### config.mk
export PLATFORM = sky130hd
export DESIGN_NAME = mem_buffer_arbiter
export DESIGN_NICKNAME = d
export VERILOG_FILES = /design/src/rtl/mem_buffer_arbiter.sv
export SDC_FILE = /design/constraint.sdc
export NUM_CORES = 1
export LEC_CHECK = 0
export ABC_AREA = 1
export CORE_AREA = 2 2 132 134
export DETAILED_ROUTE_END_ITERATION = 10
export DIE_AREA = 0 0 134 136
export GPL_ROUTABILITY_DRIVEN = 0
export SLEW_MARGIN = 15
export SYNTH_ARGS = -nofsm -noshare
export SYNTH_HDL_FRONTEND = slang
export SYNTH_SLANG_ARGS = --single-unit
### constraint.sdc
create_clock -name clk -period 2.5 [get_ports clk]
set_input_delay 0.625 -clock clk [delete_from_list [all_inputs] [get_ports clk]]
set_output_delay 0.625 -clock clk [all_outputs]
set_load 0.005 [all_outputs]
### src/rtl/mem_buffer_arbiter.sv
// Round-robin arbiter between load/store (0) and fetch (1) requesters for one
// shared memory port, staging store and load data through an external buffer register.
module mem_buffer_arbiter #(
  parameter int DATA_WIDTH     = 32,
  parameter int MEM_ADDR_WIDTH = 32
) (
  input  logic                        clk,
  input  logic                        sync_rst,
  input  logic                        clk_en,
  input  logic [1:0]                  req_valid,
  output logic [1:0]                  req_ready,
  input  logic [1:0]                  req_we,
  input  logic [2*MEM_ADDR_WIDTH-1:0] req_addr,
  input  logic [2*DATA_WIDTH-1:0]     req_wdata,
  output logic [1:0]                  rsp_valid,
  output logic [DATA_WIDTH-1:0]       rsp_rdata,
  output logic                        buf_wr_en,
  output logic [DATA_WIDTH-1:0]       buf_data_in,
  output logic                        buf_rd_en,
  input  logic [DATA_WIDTH-1:0]       buf_data_out,
  output logic                        mem_req_valid,
  input  logic                        mem_req_ready,
  output logic                        mem_we,
  output logic [MEM_ADDR_WIDTH-1:0]   mem_addr,
  output logic [DATA_WIDTH-1:0]       mem_wdata,
  input  logic                        mem_rsp_valid,
  input  logic [DATA_WIDTH-1:0]       mem_rdata
);

  typedef enum logic [1:0] {IDLE, ISSUE, WAIT_RSP, DELIVER} state_t;

  state_t                      state_reg, state_next;
  logic                        ptr_reg, ptr_next;
  logic                        id_reg, id_next;
  logic                        we_reg, we_next;
  logic [MEM_ADDR_WIDTH-1:0]   addr_reg, addr_next;
  logic                        winner;
  logic                        active;

  logic [MEM_ADDR_WIDTH-1:0]   req_addr_arr  [2];
  logic [DATA_WIDTH-1:0]       req_wdata_arr [2];

  generate
    for (genvar gi = 0; gi < 2; gi++) begin : g_unpack
      assign req_addr_arr[gi]  = req_addr[gi*MEM_ADDR_WIDTH +: MEM_ADDR_WIDTH];
      assign req_wdata_arr[gi] = req_wdata[gi*DATA_WIDTH +: DATA_WIDTH];
    end
  endgenerate

  // Strobes and handshake sampling only happen on enabled, non-reset cycles.
  assign active = clk_en && !sync_rst;
  assign winner = (req_valid == 2'b11) ? ptr_reg : req_valid[1];

  assign mem_we    = we_reg;
  assign mem_addr  = addr_reg;
  assign mem_wdata = buf_data_out;

  always_ff @(posedge clk) begin
    if (sync_rst) begin
      state_reg <= IDLE;
      ptr_reg   <= 1'b0;
      id_reg    <= 1'b0;
      we_reg    <= 1'b0;
      addr_reg  <= '0;
    end else if (clk_en) begin
      state_reg <= state_next;
      ptr_reg   <= ptr_next;
      id_reg    <= id_next;
      we_reg    <= we_next;
      addr_reg  <= addr_next;
    end
  end

  always_comb begin
    state_next    = state_reg;
    ptr_next      = ptr_reg;
    id_next       = id_reg;
    we_next       = we_reg;
    addr_next     = addr_reg;
    req_ready     = 2'b00;
    rsp_valid     = 2'b00;
    rsp_rdata     = '0;
    buf_wr_en     = 1'b0;
    buf_data_in   = '0;
    buf_rd_en     = 1'b0;
    mem_req_valid = 1'b0;

    case (state_reg)
      IDLE: begin
        if (active && (req_valid != 2'b00)) begin
          req_ready  = winner ? 2'b10 : 2'b01;
          id_next    = winner;
          we_next    = req_we[winner];
          addr_next  = req_addr_arr[winner];
          ptr_next   = ~winner;
          state_next = ISSUE;
          // Store data lands in the buffer in the grant cycle, ready for issue.
          if (req_we[winner]) begin
            buf_wr_en   = 1'b1;
            buf_data_in = req_wdata_arr[winner];
          end
        end
      end
      ISSUE: begin
        mem_req_valid = !sync_rst;
        if (active && mem_req_ready)
          state_next = we_reg ? DELIVER : WAIT_RSP;
      end
      WAIT_RSP: begin
        if (active && mem_rsp_valid) begin
          buf_wr_en   = 1'b1;
          buf_data_in = mem_rdata;
          state_next  = DELIVER;
        end
      end
      DELIVER: begin
        if (active) begin
          rsp_valid  = id_reg ? 2'b10 : 2'b01;
          state_next = IDLE;
          if (!we_reg) begin
            buf_rd_en = 1'b1;
            rsp_rdata = buf_data_out;
          end
        end
      end
      default: state_next = IDLE;
    endcase
  end

endmodule

==> flow_summary.json <==
{
  "status": "finished clean",
  "worstMarginPinSlew_ns": 0.448,
  "setup_tns_ns": 0,
  "cts_tree": "yes",
  "nets": 1161,
  "die-area_um2": 18200,
  "num_antenna_cells": 0,
  "end_kind": "output port",
  "die_w_um": 134,
  "fin_total_pwr_mw": 2.91,
  "power.density_nw_per_um2": 401,
  "grt_usage": 0.161,
  "internal_power_mw": 2.03,
  "ys_ff_latch": 37,
  "fin_cells": 1182,
  "wl_per_cell_um": 13.5,
  "htree_levels": 2,
  "num_vias": 4794,
  "arrival_ns": 1.85,
  "numCtsBuffers": 5,
  "finalSetupViolations": 0,
  "ir_worst_vdd_mv": 0.262,
  "syn_area_um2": 3290,
  "pwr-share-comb": 0.475,
  "synthToLayoutAreaGrowth_pct": 121,
  "clock_latency_ns": 0.28,
  "firstDrtPassIters": 4,
  "final_util": 0.431,
  "grt_pass1_wl_um": 23200,
  "grt_pass1_vias": 4322,
  "finalCriticalPeriod_ns": 2.47,
  "syn_nets": 817,
  "cts_buffer_depth": 2,
  "core_um2": 16900,
  "synth.distinct_cells": 22,
  "holdWs_ns": 0.462,
  "slew_headroom": 0.701,
  "drt_wl_total_um": 16000,
  "numPortBuffers": 336,
  "path_class": "input port to output port",
  "largest_reg_flops": 32,
  "hold_viol": 0,
  "crit_required_ns": 1.88,
  "antenna_found_initial": 0,
  "clk_pin_slew_ns": 0.06,
  "dp_hpwl_um": 11900,
  "p_sw_uw": 889,
  "dpl.cell_count": 1142,
  "worst_clock_skew_ns": 0.00466,
  "grt_max_degree": 38,
  "rsz0062_at_grt": "yes",
  "yosysWarnings": 0,
  "clkPwrFrac": 0.288,
  "rows": 48,
  "root_buffer": "clkbuf_16",
  "p_leak_nw": 3.67,
  "drv_slew": 0,
  "period_share": 0.988,
  "p_sw_frac": 0.305,
  "avgViaCountPerCell": 4.06,
  "drtAntennaViolNets": 0,
  "io_pins": 337,
  "hold_class": "flop to flop",
  "drc": 0,
  "start_util": 0.195,
  "cp-start-kind": "input port",
  "die_h_um": 136,
  "cts_sinks": 37,
  "grt-ovfl-total": 0,
  "first_iter_violations": 145,
  "power_frac_seq": 0.237,
  "max_freq_ghz": 0.405,
  "avgSynthCellArea_um2": 5.38,
  "max_cap_viol_count": 0,
  "syn_inst": 612,
  "fillerInstances": 1786,
  "drive_gt1_frac": 0.163,
  "synth-seq-area-share": 0.225,
  "cp_max_fo": 5
}
-- synth_stat cells (all sizes together) --
| library cell | n | area [µm²] |
|---|---|---|
| nand3b | 1 | 7.51 |
| buf | 61 | 444 |
| o21ai | 33 | 169 |
| inv | 78 | 293 |
| nor2 | 44 | 183 |
| clkbuf | 5 | 18.8 |
| nand3 | 6 | 35.0 |
| dfxtp | 37 | 741 |
| ha | 4 | 50.1 |
| a21oi | 35 | 179 |
| a211oi | 2 | 25.0 |
| nand2 | 306 | 1150 |
-- final cells by class --
| class | instances | area, µm² | share of cell area |
|---|---|---|---|
| tap | 225 | 282 | 0.0387 |
| clock inverter | 3 | 68.8 | 0.00946 |
| clock buffer | 5 | 125 | 0.0172 |
| timing repair buffer | 403 | 3840 | 0.529 |
| inverter | 78 | 300 | 0.0413 |
| sequential | 37 | 742 | 0.102 |
| multi-input combinational | 431 | 1910 | 0.263 |
-- metrics by stage --
stage / worst slack [ns] / instance area [µm²]
floorplan: 0.514 / 3290
global placement: -0.728 / 6790
detailed placement: -0.722 / 6790
CTS: -0.0563 / 7130
global route: -0.0408 / 7270
finish: 0.0289 / 7270
-- timing repair --
item,4_1_cts,5_1_grt
hold endpoints to repair,0,0
resized for setup,216,60
setup buffers,24,5
endpoints found under the setup margin,70,53
pin swaps,8,7
gates cloned,2,2
hold buffers,0,0
-- per-layer routing --
| layer | global-route usage | vias to the layer above | share of wire |
|---|---|---|---|
| met2 | 0.292 | 212 | 0.50 |
| met1 | 0.187 | 2085 | 0.40 |
| met5 | 0 | - | 0 |
| met3 | 0.0380 | 22 | 0.079 |
| li1 | - | 2475 | - |
| met4 | 0.0455 | 0 | 0.022 |
-- final timing paths --
check	endpoint	start	slack, ns	cells after the start
worst min-delay path	mem_addr[13]$_SDFFE_PP0P_	mem_addr[13]$_SDFFE_PP0P_	0.46	2
worst max register to register	mem_addr[30]$_SDFFE_PP0P_	state_reg[1]$_SDFFE_PP0P_	0.79	9
worst min register to register	mem_addr[13]$_SDFFE_PP0P_	mem_addr[13]$_SDFFE_PP0P_	0.46	2
worst max-delay path	buf_data_in[3]	req_valid[1]	0.03	13
-- power groups by stage --
stage          Clock [mW]  Sequential, mW  Combinational [mW]
3_3_place_gp            0           0.701                1.26
6_report            0.839           0.691                1.38
4_1_cts             0.873           0.690                1.33
2_1_floorplan           0           0.709               0.536
5_1_grt             0.888           0.700                1.52
3_5_place_dp            0           0.703                1.26
-- cells by family (layout without fill, tap and decap cells) --
group           count (synthesis)  in the layout  share of synthesized area
fa+ha+maj                       4              4                     0.0152
buf+inv                       144            489                      0.229
flops                          37             37                      0.225
compound gates                 70             70                      0.113
simple gates                  357            357                      0.417
-- critical path, cell delays in order --
cell	delay [ns]
buf_8	0.10
inv_4	0.05
buf_6	0.09
a21oi_4	0.04
nand2_2	0.09
nand2_2	0.06
nor2_4	0.22
buf_6	0.16
buf_6	0.09
buf_6	0.10
nand2_4	0.04
o21ai_1	0.06
buf_2	0.12
-- layout by cell type, fill, tap and decap left out, types with 2 or more instances in the layout --
cell type	synthesis	final
nor2_1	41	38
nand2_4	0	2
bufinv_16	0	2
buf_12	0	5
nand3_4	0	2
ha_1	4	2
o21ai_2	1	4
buf_8	0	3
clkdlybuf4s15_1	0	3
o21ai_0	28	21
nand3_1	5	4
dlymetal6s2s_1	0	5
dlygate4sd2_1	0	20
buf_4	46	41
nand2_2	0	8
nor2_2	1	3
nand2_1	306	296
a21oi_1	34	34
o21ai_1	4	7
buf_2	10	32
clkbuf_2	0	11
dfxtp_1	37	36
clkdlybuf4s50_1	0	261
inv_2	3	3
a211oi_2	2	2
nor2_4	2	3
buf_6	4	18
clkbuf_16	0	7
inv_1	75	73
Power figures use the tool's default switching activity.
